`src/rtl/act_rf_ni_read_ctrl_pkg.sv`:
```
// Shared widths, encodings and the response-entry layout for the NI read path
// into the output-activation register file.
`timescale 1ns/1ps
package act_rf_ni_read_ctrl_pkg;
    localparam int ACT_NO_W      = 8;
    localparam int ACT_W         = 8;
    localparam int COMP_EN_W     = 2;
    localparam int RSP_DEPTH_DEF = 4;

    localparam logic [COMP_EN_W-1:0] COMP_EN_IDLE = '0;

    typedef struct packed {
        logic [ACT_NO_W-1:0] addr;
        logic [ACT_W-1:0]    data;
    } rsp_entry_t;
endpackage

```
`src/rtl/act_rsp_fifo.sv`:
```
// In-order response FIFO with synchronous reset; a push and a pop may share a
// cycle at any occupancy, including full.
`timescale 1ns/1ps
module act_rsp_fifo #(
    parameter int DEPTH = 4,
    parameter int WIDTH = 16
) (
    input  logic             clk,
    input  logic             rst,
    input  logic             wr_en,
    input  logic [WIDTH-1:0] wr_data,
    input  logic             rd_en,
    output logic [WIDTH-1:0] rd_data,
    output logic             empty
);
    localparam int AW = $clog2(DEPTH);

    logic [WIDTH-1:0] mem [DEPTH];
    logic [AW:0]      wr_ptr;
    logic [AW:0]      rd_ptr;
    logic             full;
    logic             do_rd;

    // Extra pointer bit separates full from empty; DEPTH is a power of two so
    // the low bits wrap on their own.
    assign empty   = (wr_ptr == rd_ptr);
    assign full    = (wr_ptr[AW] != rd_ptr[AW]) && (wr_ptr[AW-1:0] == rd_ptr[AW-1:0]);
    assign do_rd   = rd_en && !empty;
    assign rd_data = mem[rd_ptr[AW-1:0]];

    always_ff @(posedge clk) begin
        if (rst) begin
            wr_ptr <= '0;
            rd_ptr <= '0;
        end else begin
            if (wr_en) begin
                wr_ptr <= wr_ptr + {{AW{1'b0}}, 1'b1};
            end
            if (do_rd) begin
                rd_ptr <= rd_ptr + {{AW{1'b0}}, 1'b1};
            end
        end
    end

    always_ff @(posedge clk) begin
        if (wr_en && !rst) begin
            mem[wr_ptr[AW-1:0]] <= wr_data;
        end
    end

    overflow_chk: assert property (@(posedge clk) disable iff (rst)
        !(wr_en && full && !do_rd));
endmodule

```
`src/rtl/act_rf_ni_read_ctrl.sv`:
```
// Arbitrates NI reads onto the output-activation RF read port (ADD has priority)
// and returns the RF data, tagged with its address, through a response FIFO.
`timescale 1ns/1ps
module act_rf_ni_read_ctrl
    import act_rf_ni_read_ctrl_pkg::*;
#(
    parameter int RSP_DEPTH = RSP_DEPTH_DEF
) (
    input  logic                 clk,
    input  logic                 rst,
    input  logic                 ni_rd_req_valid,
    input  logic [ACT_NO_W-1:0]  ni_rd_req_addr,
    output logic                 ni_rd_req_ready,
    input  logic [COMP_EN_W-1:0] comp_en_add,
    output logic                 ni_read_rqst,
    output logic [ACT_NO_W-1:0]  ni_read_addr,
    input  logic [ACT_W-1:0]     out_act_read_data,
    output logic                 ni_rd_rsp_valid,
    output logic [ACT_W-1:0]     ni_rd_rsp_data,
    output logic [ACT_NO_W-1:0]  ni_rd_rsp_addr,
    input  logic                 ni_rd_rsp_ready
);
    localparam int OCW = $clog2(RSP_DEPTH + 1);
    localparam logic [OCW-1:0] OCC_MAX = OCW'(RSP_DEPTH);
    localparam logic [OCW-1:0] OCC_ONE = OCW'(1);

    logic                pend;
    logic [ACT_NO_W-1:0] pend_addr;
    logic                inflight;
    logic [ACT_NO_W-1:0] inflight_addr;
    logic [OCW-1:0]      occ;
    logic                grant;
    logic                accept;
    logic                pop;
    logic                fifo_empty;
    rsp_entry_t          wr_entry;
    rsp_entry_t          head;

    // Both NI channels: a transfer happens in exactly the cycle valid && ready
    // are high; valid never waits on ready, and the response head is held while
    // valid && !ready.
    assign grant  = pend && (comp_en_add == COMP_EN_IDLE);
    assign pop    = ni_rd_rsp_valid && ni_rd_rsp_ready;
    assign accept = ni_rd_req_valid && ni_rd_req_ready;

    // occ counts every accepted read not yet popped (pending, in flight or
    // buffered), so capping it at RSP_DEPTH keeps the FIFO from overflowing.
    assign ni_rd_req_ready = !rst && (!pend || grant) && ((occ < OCC_MAX) || pop);

    assign ni_read_rqst = pend && !rst;
    assign ni_read_addr = ni_read_rqst ? pend_addr : '0;

    always_ff @(posedge clk) begin
        if (rst) begin
            pend          <= 1'b0;
            pend_addr     <= '0;
            inflight      <= 1'b0;
            inflight_addr <= '0;
            occ           <= '0;
        end else begin
            if (accept) begin
                pend      <= 1'b1;
                pend_addr <= ni_rd_req_addr;
            end else if (grant) begin
                pend <= 1'b0;
            end
            inflight <= grant;
            if (grant) begin
                inflight_addr <= pend_addr;
            end
            case ({accept, pop})
                2'b10:   occ <= occ + OCC_ONE;
                2'b01:   occ <= occ - OCC_ONE;
                default: occ <= occ;
            endcase
        end
    end

    // RF data arrives the cycle after the grant, alongside inflight_addr.
    assign wr_entry.addr = inflight_addr;
    assign wr_entry.data = out_act_read_data;

    act_rsp_fifo #(
        .DEPTH (RSP_DEPTH),
        .WIDTH ($bits(rsp_entry_t))
    ) u_rsp_fifo (
        .clk     (clk),
        .rst     (rst),
        .wr_en   (inflight),
        .wr_data (wr_entry),
        .rd_en   (pop),
        .rd_data (head),
        .empty   (fifo_empty)
    );

    assign ni_rd_rsp_valid = !rst && !fifo_empty;
    assign ni_rd_rsp_data  = ni_rd_rsp_valid ? head.data : '0;
    assign ni_rd_rsp_addr  = ni_rd_rsp_valid ? head.addr : '0;

    occ_bound_chk: assert property (@(posedge clk) disable iff (rst) occ <= OCC_MAX);
endmodule

```
`config.mk`:
```
export PLATFORM = sky130hd
export DESIGN_NAME = act_rf_ni_read_ctrl
export DESIGN_NICKNAME = d
export VERILOG_FILES = /design/src/rtl/act_rf_ni_read_ctrl_pkg.sv /design/src/rtl/act_rsp_fifo.sv /design/src/rtl/act_rf_ni_read_ctrl.sv
export SDC_FILE = /design/constraint.sdc
export NUM_CORES = 1
export LEC_CHECK = 0
export BUFFER_PORTS_ARGS = -buffer_cell sky130_fd_sc_hd__buf_2
export CAP_MARGIN = 15
export CORE_UTILIZATION = 61
export DETAILED_ROUTE_END_ITERATION = 8
export PLACE_DENSITY = 0.83
export SYNTH_ARGS = -nofsm -noshare
export SYNTH_HDL_FRONTEND = slang
export SYNTH_SLANG_ARGS = --single-unit
```
`constraint.sdc`:
```
create_clock -name clk -period 6.8 [get_ports clk]
set_clock_uncertainty 0.15 [all_clocks]
set_input_delay 1.02 -clock clk [delete_from_list [all_inputs] [get_ports clk]]
set_output_delay 1.02 -clock clk [all_outputs]
set_load 0.02 [all_outputs]
```
Word level (Yosys, flattened, before mapping)
Memories as Yosys holds them, arrays and structs flattened. A register that Yosys moved wholly into a read port is not among the register bits.
Index checks and enable logic that the tools add are counted.
Storage, ports and cells
  RAM bits: 64
  output and inout bits: 27
  register bits: 27
  bits of input ports: 22
  logic and storage cells: 43
  memories: 1
Memories
  u_rsp_fifo.mem: depth 4, width 16, read ports 1, clocked after memory_dff 1, write ports 1, RTL line act_rsp_fifo.sv:18  | logic [WIDTH-1:0] mem [DEPTH];
Cells by class
  add/subtract/negate cells: 4
  mux-type cells: 10
  eq/ne operators: 3
  reductions and logical operators: 17
  order comparisons: 1
Operators with widths (count)
  2-to-1 mux 8 bit: 3
  adder 3 x 1 -> 3 bit (second input constant): 3
  logical AND 1 bit: 9
  one-hot mux 3 bit (2 select lines): 1
  2-to-1 mux 1 bit: 4
  2-to-1 mux 2 bit: 2
  nonzero test 2 bit: 2
  equality test 3 bit: 1
  zero test 1 bit: 3
  less-than comparator 3 bit (second input constant): 1
  subtractor 3 x 1 -> 3 bit (second input constant): 1
  equality test 2 x 1 -> 1 bit (second input constant): 1
  equality test 2 bit (second input constant): 1
  zero test 2 bit: 1
  logical OR 1 bit: 2

Longest topological paths before layout
Gate-level depths: netlist (run 1).
  word-level depth: 9
  gate-level depth with buffers: 10
  depth with buffers taken out: 9

Modules after synthesis
A second synthesis (run 1) with hierarchy kept.
Second synthesis, totals
  cell total of the unflattened synthesis: 253
  area, all modules: 3863.7 um^2
By module, submodules not included
  act_rsp_fifo: area each 2788.9 um^2, instances 1, cells each 137, seq. area each 2082.0 um^2
  act_rf_ni_read_ctrl: area each 1074.8 um^2, instances 1, cells each 116, seq. area each 420.4 um^2

Worst setup path before layout (run 1)
Ideal clock, no wire load.
  kind: input-to-reg
  from: in rst
  to: reg occ[2]
  slack: 3.794 ns
  setup time: 0.070 ns
  arrival time: 2.786 ns
  buffers on the path: 3
  stages on the path: 10
  required time: 6.580 ns
  cell sequence: clkbuf_1 > clkbuf_1 > clkbuf_1 > nor2_1 > ha_1 > inv_1 > fa_1 > xor2_1 > or3_1 > a21oi_1
On the way
  word-level cells in the longest chain between the ends: 8
  elaborated cells on any way between the ends: 11
  classes of those cells: eq/ne: 2; mux: 1; reduce/logical: 8
RTL lines
  start: declaration: RTL line act_rf_ni_read_ctrl.sv:10  | input logic rst,
  zero test 1 bit: RTL line act_rf_ni_read_ctrl.sv:48, act_rf_ni_read_ctrl.sv:96
  logical AND 1 bit: RTL line act_rf_ni_read_ctrl.sv:96  | assign ni_rd_rsp_valid = !rst && !fifo_empty;
  logical AND 1 bit: RTL line act_rf_ni_read_ctrl.sv:43  | assign pop = ni_rd_rsp_valid && ni_rd_rsp_ready;
  logical OR 1 bit: RTL line act_rf_ni_read_ctrl.sv:48  | assign ni_rd_req_ready = !rst && (!pend || grant) && ((occ < OCC_MAX) || pop);
  logical AND 1 bit: RTL line act_rf_ni_read_ctrl.sv:48
  logical AND 1 bit: RTL line act_rf_ni_read_ctrl.sv:44  | assign accept = ni_rd_req_valid && ni_rd_req_ready;
  equality test 2 x 1 -> 1 bit / equality test 2 bit (equally long branches): RTL line act_rf_ni_read_ctrl.sv:71  | case ({accept, pop})
  one-hot mux 3 bit (2 select lines) / nonzero test 2 bit (equally long branches)
  end signal: assignment: RTL line act_rf_ni_read_ctrl.sv:72  | 2'b10: occ <= occ + OCC_ONE;
  end signal: assignment: RTL line act_rf_ni_read_ctrl.sv:73  | 2'b01: occ <= occ - OCC_ONE;
  end: declaration: RTL line act_rf_ni_read_ctrl.sv:31  | logic [OCW-1:0] occ;
Several ways; a longest one is shown, not always the timed one.
A chain may end at the register's enable or synchronous reset.

Worst setup path after layout (run 1)
  from: in rst
  to: out ni_rd_rsp_addr[4]
On the way
  word-level cells in the longest chain between the ends: 3
RTL lines
  zero test 1 bit: RTL line act_rf_ni_read_ctrl.sv:96
  logical AND 1 bit: RTL line act_rf_ni_read_ctrl.sv:96
  2-to-1 mux 8 bit: RTL line act_rf_ni_read_ctrl.sv:98  | assign ni_rd_rsp_addr = ni_rd_rsp_valid ? head.addr : '0;
  end: declaration: RTL line act_rf_ni_read_ctrl.sv:20  | output logic [ACT_NO_W-1:0] ni_rd_rsp_addr,
Every way passes these cells.

==> summary by stage, run 1 <==
Power
The cell leakage power is 1.52 nW. IR analysis of the VDD net gives a maximum drop of 0.126 mV. The power per unit of standard cell area is 235 mW/mm2.

Setup path
Counting cells, the worst reg-to-reg path comes to 9. Counting stages on the worst path, the most repeated cell is sky130_fd_sc_hd__buf_2. On the worst path, the slowest cell contributes a delay of 580 ps. The worst setup path is of the in2out kind. Walking the worst path, the cells encountered are buf_2 > or2_1 > nor2b_1 > buf_2. The worst setup path is launched from an input port. The number of gates on the worst path with buffers counted is 4. Data on the critical path arrives at its endpoint at 2370 ps. The largest fanout on the critical path is 40. Among all stages on the critical path, the largest delay is contributed by sky130_fd_sc_hd__or2_1. Data on the critical path is required at its endpoint by 5630 ps. The gate family responsible for the most delay along the worst path is simple AND/OR/NAND/NOR gates.

STA classifies the critical path endpoint as an output port. The count of buffer and inverter cells on the critical path is 2. For flop-to-flop paths, the worst setup slack is 3940 ps.

STA
Setup repair after global routing left no endpoint under its margin. The number of hold violations in the final report is 0. The maximum achievable frequency is 283 MHz. The count of final max-slew check failures was 0. The tightest slew margin relative to the limit is 43.1%.

The final critical-path share of the clock period is 52.0%. The time the worst path needs with I/O delays and setup is 3540 ps. The slew at the pin with the worst max-slew slack is 854 ps.

The sum of negative setup slack is 0 ps. The final setup violation count is 0.

Floorplan
The die width is 81.1 um. After floorplanning, the core was sized to cover 0.00599 mm2. Once the floorplan was initialized, standard cells occupied 63.8% of the core. The floorplan step defined a die boundary enclosing 0.00658 mm2. The overall die height is 81.1 um. 49 I/O pins were placed.

The number of placement rows is 28.

Layout
Measured on the finished design, the core utilization comes to 71.8%. The number of nets in the final layout is 337. The ratio of cells with drive above 1 in the final layout is 26.5%. The growth of design area from synthesis to finish is 12.6%. The area of all placed cells without fillers is 0.00430 mm2. The final antenna diode count is 0.

Clock network
In this run the number of H-tree levels came out at 3. The number of hold buffers added after CTS was 0. In this run the clock root is driven by a sky130_fd_sc_hd__clkbuf_8. TritonCTS created 9 clock buffers. The number of gates resized after CTS is 0. The clock sink count is 93.

The clock tree from TritonCTS is done. The clock passes through at most 2 buffers. In this run the post-CTS setup repair buffer count came out at 0. The clock latency reported for the late side of the worst-skew pair is 350 ps.

After clock tree synthesis, the clock-pin slew on the worst setup and hold paths is 80 ps.

GRT
The remaining global-route overflow is 0. The number of global-route vias before repair was 2,002. The first global-routing pass estimated 9.36 mm of wire.

Across every metal layer, demand over resource in global routing totals 20.1%. The number of antenna violations at the first check in global routing is 0. The maximum number of pins on one net before global-route repair is 41.

Synthesis
The number of standard cells after synthesis is 261. Synthesis instantiated 30 different standard cells from the library. After synthesis the cells add up to 0.00382 mm2. The post-synthesis average cell area is 14.6 um2. The dominant register cell in the synthesized netlist is sky130_fd_sc_hd__edfxtp_1. During synthesis, Yosys emitted a total of 0 warnings. Of all flip-flops after synthesis, the portion carrying an async set or reset was 0%.

The sequential-to-total area share from yosys stat is 65.5%. The net count after synthesis is 290. The number of synthesized flops with an enable pin is 64. Counting flops and latches in the post-synthesis netlist gives 93.

Placement
The HPWL after detailed placement is 3.74 mm. The final RePlAce weighted congestion is 0.722. The number of buffers added on ports is 48. The placed instances occupy a cell area of 0.00409 mm2.

Route
For this block, the via count after detailed routing is 2,078. After detailed routing, the number of remaining DRC violations is 0. For this block, the initial DRC count from the detailed router was 119.

The number of routed nets with antenna violations is 0. In the routed layout, each cell is associated on average with a via count of 5.36. The length of the first detailed-routing pass in iterations is 4. For this block, the routed nets add up to 6.03 mm of wire. In the final routed layout, each cell accounts on average for 15.5 um.

Job
The number of max-cap violations is 0.

Hold path
The worst hold path stage count is 2. The worst min-delay path category is reg2reg.

Outcome
The flow ran to the end, and the final reports show no timing, DRC or antenna violations.
stage by stage:
step                setup WS, ps  std cells  hold WS [ps]  total power, W
floorplan                   3790        261           291        0.000666
global placement            3250        371           314        0.000681
detailed placement          3170        371           313        0.000683
CTS                         3150        387           329         0.00102
global route                3110        388           352         0.00104
finish                      3260        388           327         0.00101
power by group:
part	switching, W	leakage [nW]	internal [W]
Combinational	0.0000314	0.675	0.0000268
Clock	0.000178	0.0949	0.000163
Sequential	0.00000649	0.754	0.000607
Total	0.000215	1.52	0.000797
cell usage after synthesis, types with 2 or more instances:
cell type / instances / share of area [%]
sky130_fd_sc_hd__a21oi_1: 12 / 1.6
sky130_fd_sc_hd__and2_1: 15 / 2.5
sky130_fd_sc_hd__buf_2: 3 / 0.39
sky130_fd_sc_hd__buf_6: 2 / 0.59
sky130_fd_sc_hd__clkbuf_1: 7 / 0.69
sky130_fd_sc_hd__dfxtp_1: 29 / 15
sky130_fd_sc_hd__edfxtp_1: 64 / 50
sky130_fd_sc_hd__ha_1: 6 / 2.0
sky130_fd_sc_hd__inv_1: 8 / 0.79
sky130_fd_sc_hd__mux2i_1: 9 / 2.4
sky130_fd_sc_hd__mux4_2: 16 / 9.4
sky130_fd_sc_hd__nand2_1: 18 / 1.8
sky130_fd_sc_hd__nand2b_1: 17 / 2.8
sky130_fd_sc_hd__nor2_1: 11 / 1.1
sky130_fd_sc_hd__nor2b_1: 18 / 2.9
sky130_fd_sc_hd__o21ai_0: 6 / 0.79
sky130_fd_sc_hd__xor2_1: 6 / 1.4
sky130_fd_sc_hd__xor2_2: 2 / 0.85
flip-flops by register name, indices dropped and copies added (netlist names), named ones only:
signal	cells
u_rsp_fifo.mem	64
inflight_addr	8
pend_addr	8
occ	3
u_rsp_fifo.rd_ptr	3
u_rsp_fifo.wr_ptr	3
inflight	1
pend	1
logic make-up after synthesis:
kind of cell | share of synthesized area [%]
multiplexers | 11.8
buffers and inverters | 2.55
adder cells (fa/ha/maj) | 2.49
XOR/XNOR | 2.46
AND/OR/NAND/NOR | 11.8
AO/OA/AOI/OAI | 3.41
flip-flops | 65.5
cells in the final DEF (no fill, tap or decap), drive strengths merged, types with 9 or more instances in the layout:
master   n
edfxtp  64
buf     49
dfxtp   29
nor2b   18
nand2   18
nand2b  17
mux4    16
and2    15
a21oi   12
clkbuf  12
nor2    11
mux2i    9
layer usage:
layer	global-route usage, %	vias up	routed length, um
li1	-	1019	-
met1	24.9	985	2800
met2	31.8	57	2800
met3	4.16	17	251
met4	13.9	0	184
met5	0	-	0
final timing paths:
kind                                          start                             to
setup / recovery                                rst              ni_rd_rsp_addr[4]
hold / removal            pend_addr[1]$_SDFFE_PP0P_  inflight_addr[1]$_SDFFE_PP0P_
setup reg to reg  u_rsp_fifo.wr_ptr[0]$_SDFFE_PP0P_            occ[2]$_SDFFE_PP0P_
hold reg to reg           pend_addr[1]$_SDFFE_PP0P_  inflight_addr[1]$_SDFFE_PP0P_
worst register-to-register path: stages (launching register included):
cell,delay (ps)
sky130_fd_sc_hd__dfxtp_1,480
sky130_fd_sc_hd__xor2_2,160
sky130_fd_sc_hd__nor3_2,250
sky130_fd_sc_hd__a211o_1,440
sky130_fd_sc_hd__ha_1,260
sky130_fd_sc_hd__inv_1,60
sky130_fd_sc_hd__fa_1,370
sky130_fd_sc_hd__xor2_1,160
sky130_fd_sc_hd__or3_1,310
sky130_fd_sc_hd__a21oi_1,140
final cells by class:
| class | instances | area, um2 |
|---|---|---|
| Sequential cell | 93 | 2500 |
| Multi-Input combinational cell | 147 | 1220 |
| Timing Repair Buffer | 49 | 268 |
| Clock buffer | 12 | 166 |
| Tap cell | 75 | 93.8 |
| Fill cell | 414 | 1690 |
| Inverter | 8 | 30.0 |
| Clock inverter | 4 | 21.3 |
Power figures use the tool's default switching activity.
==> run 2, diff against run 1 <==
- CORE_UTILIZATION: 61 -> 57
- PLACE_DENSITY: 0.83 -> 0.79
- clock period: 6.8 -> 3.6 ns (I/O delays scaled with it)
==> run 2 against run 1 <==
  * The run now ends with design-rule violations left
  * Sequential share of layout area rose by 0.31 points
  * Clock power rose by 78%
  * Global-route usage fell by 1.4 points
  * Total power increased by 85%
  * First-iteration DRC count decreased by 5.9%
  * Worst setup slack worse by 2400 ps
  * Flip-flop and latch count unchanged
  * Via count down 0.87%
  * Combinational power rose by 91%
  * Die area up 6.8%
  * Critical endpoint is now ni_rd_rsp_data[7]
  * Highest routed layer unchanged
==> summary by stage, run 2 (synthesized netlist as in run 1, its figures left out) <==
Outcome
The flow ran to the end, but the final reports show violations. The checks that failed: design-rule violations.

Setup path
The delay of the slowest cell on the worst path is 530 ps. The critical path goes through xor2_2 > nor3_2 > or2_1 > nor2b_1 > buf_2. The gate family responsible for the most delay along the worst path is simple AND/OR/NAND/NOR gates. For the worst setup path, the data arrival time is 2060 ps.

The nature of the critical path endpoint is an output port. The setup path with the least slack is of type reg2out. Of all nets on the critical path, the largest fanout is 17. The category of the worst setup path launch point is a flop. Counting both buffers and inverters, the worst setup path holds a total of 1.

At the worst endpoint, the required time is 2910 ps. The library cell contributing the largest single delay on the critical path is sky130_fd_sc_hd__or2_1.

Clock network
Clock latency on the worst-skew pair, taken at its later pin, is 340 ps. The maximum root-to-sink buffer count is 2. The clock net in this run drives a total of 93 sinks. The number of buffers created by CTS is 9. After clock tree synthesis, the flow added hold-fix buffers numbering 0. The cell sitting at the root of the clock tree is a sky130_fd_sc_hd__clkbuf_8.

Post-CTS repair changed the size of 0 cells. Post-CTS timing repair inserted 0 buffers for setup. After clock tree synthesis, the clock-pin slew on the worst setup and hold paths is 90 ps. The number of H-tree branching levels is 3. TritonCTS built the clock tree.

Power
The cell leakage power is 1.52 nW. The final total power is 0.00187 W. The power per unit of standard cell area is 437 mW/mm2. VDD sags by at most 0.236 mV.

STA
Static timing analysis puts the maximum clock frequency at 364 MHz. The count of final max-slew check failures is 0. The final critical-path share of the clock period is 76.4%.

Setup violations remaining at the end of the flow were counted as 0. The slew at the pin with the worst max-slew slack is 862 ps. The number of hold violations in the final report is 0.

The sum of negative setup slack is 0 ps. Setup repair after global routing left no endpoint under its margin. The time the worst path needs with I/O delays and setup is 2750 ps. The tightest slew margin relative to the limit is 42.6%.

Floorplan
The floorplan die area is 0.00704 mm2. The initial core utilization is 59.5%. The number of placement rows is 29. The floorplan step set the die height to 83.9 um.

The floorplan step set the die width to 83.9 um. The core area is 0.00642 mm2. For this design the top-level I/O count stands at 49.

Job
Max-cap violations in this run came to 0.

Placement
Routability-driven placement finished with a final weighted congestion of 0.720. The number of buffers added on ports is 48. Once detailed placement completed, the half-perimeter wirelength came to 3.83 mm.

Route
The number of vias after detailed routing is 2,060. Wires add up to 5.84 mm. The first TritonRoute pass finished after 6 iterations. For this run, design rule violations remaining after detail routing come to 12.

The detail-routed via count per cell is 5.27. The number of routed nets with antenna violations is 0. The post-detailed-route wirelength per cell is 14.9 um.

In this run, the number of DRC markers left after iteration 0 of detailed routing was 112.

GRT
The remaining global-route overflow is 0. For met2 alone, demand over resource in global routing was 30.0%. The maximum number of pins on one net before global-route repair is 41. The first global-routing pass estimated 10.0 mm of wire. The overall track demand over capacity in global routing is 18.7%. The layer flagged by global routing as most heavily used is met2.

The number of antenna violations at the first check in global routing was 0. The number of global-route vias before repair is 2,097. In the global route stage, met1 resource usage came out at 25.4%. The met3 global-route usage is 4.75%.

Layout
The final layout contains 338 nets. The growth of design area from synthesis to finish is 12.0%. The ratio of cells with drive above 1 in the final layout is 27.4%. The number of fillers in the final layout is 452.

The number of antenna diodes in the final layout is 0. In the layout the commonest cells are 64 x sky130_fd_sc_hd__edfxtp_1, 48 x sky130_fd_sc_hd__buf_2, 29 x sky130_fd_sc_hd__dfxtp_1. The number of flip-flops under the largest register name is 64.

Leaving out fill and tap cells, the most frequent cell in the layout is sky130_fd_sc_hd__edfxtp_1. The share of the core filled with cells is 66.6%.

Hold path
The worst min-delay path category is in2reg.
run 2: metal layers:
layer / wire length [um] / vias to the layer above / share of wire (%)
met1: 2750 / 970 / 47
li1: - / 1024 / -
met4: 38 / 0 / 0.65
met5: 0 / - / 0
met2: 2800 / 62 / 48
met3: 249 / 4 / 4.3
run 2: per-stage QoR:
step	hold WS (ps)	instance area (um2)	cells	worst slack (ps)
floorplan	291	3820	261	1070
global placement	312	4110	375	891
detailed placement	306	4110	375	815
CTS	243	4280	391	786
global route	243	4280	391	615
finish	261	4280	391	851
run 2: report_power, final:
group	internal [W]	total, W	switching (W)
clock network	0.000254	0.000605	0.000352
registers	0.00115	0.00116	0.00000938
logic	0.0000489	0.000111	0.0000617
run 2: worst paths after layout:
kind | slack, ps | depth (start not counted) | start | endpoint
worst max-delay path | 850 | 5 | u_rsp_fifo.wr_ptr[0]$_SDFFE_PP0P_ | ni_rd_rsp_data[7]
worst min-delay path | 260 | 1 | out_act_read_data[7] | u_rsp_fifo.mem[1][7]$_DFFE_PP_
worst max register to register | 1090 | 9 | u_rsp_fifo.wr_ptr[0]$_SDFFE_PP0P_ | occ[2]$_SDFFE_PP0P_
worst min register to register | 320 | 2 | pend_addr[0]$_SDFFE_PP0P_ | inflight_addr[0]$_SDFFE_PP0P_
run 2: cell type report:
class / instances / area (um2) / share of cell area, %
Inverter: 8 / 30.0 / 0.702
Tap cell: 77 / 96.3 / 2.25
Clock inverter: 7 / 51.3 / 1.20
Sequential cell: 93 / 2500 / 58.5
Multi-Input combinational cell: 147 / 1220 / 28.5
Clock buffer: 9 / 124 / 2.89
Timing Repair Buffer: 50 / 255 / 5.96
run 2: worst reg2reg max path, stage by stage, from the launching register on:
cell,delay (ps)
sky130_fd_sc_hd__dfxtp_1,480
sky130_fd_sc_hd__xor2_2,160
sky130_fd_sc_hd__nor3_2,260
sky130_fd_sc_hd__a211o_1,190
sky130_fd_sc_hd__ha_1,190
sky130_fd_sc_hd__inv_1,60
sky130_fd_sc_hd__fa_1,370
sky130_fd_sc_hd__xor2_1,150
sky130_fd_sc_hd__or3_1,300
sky130_fd_sc_hd__a21oi_1,140
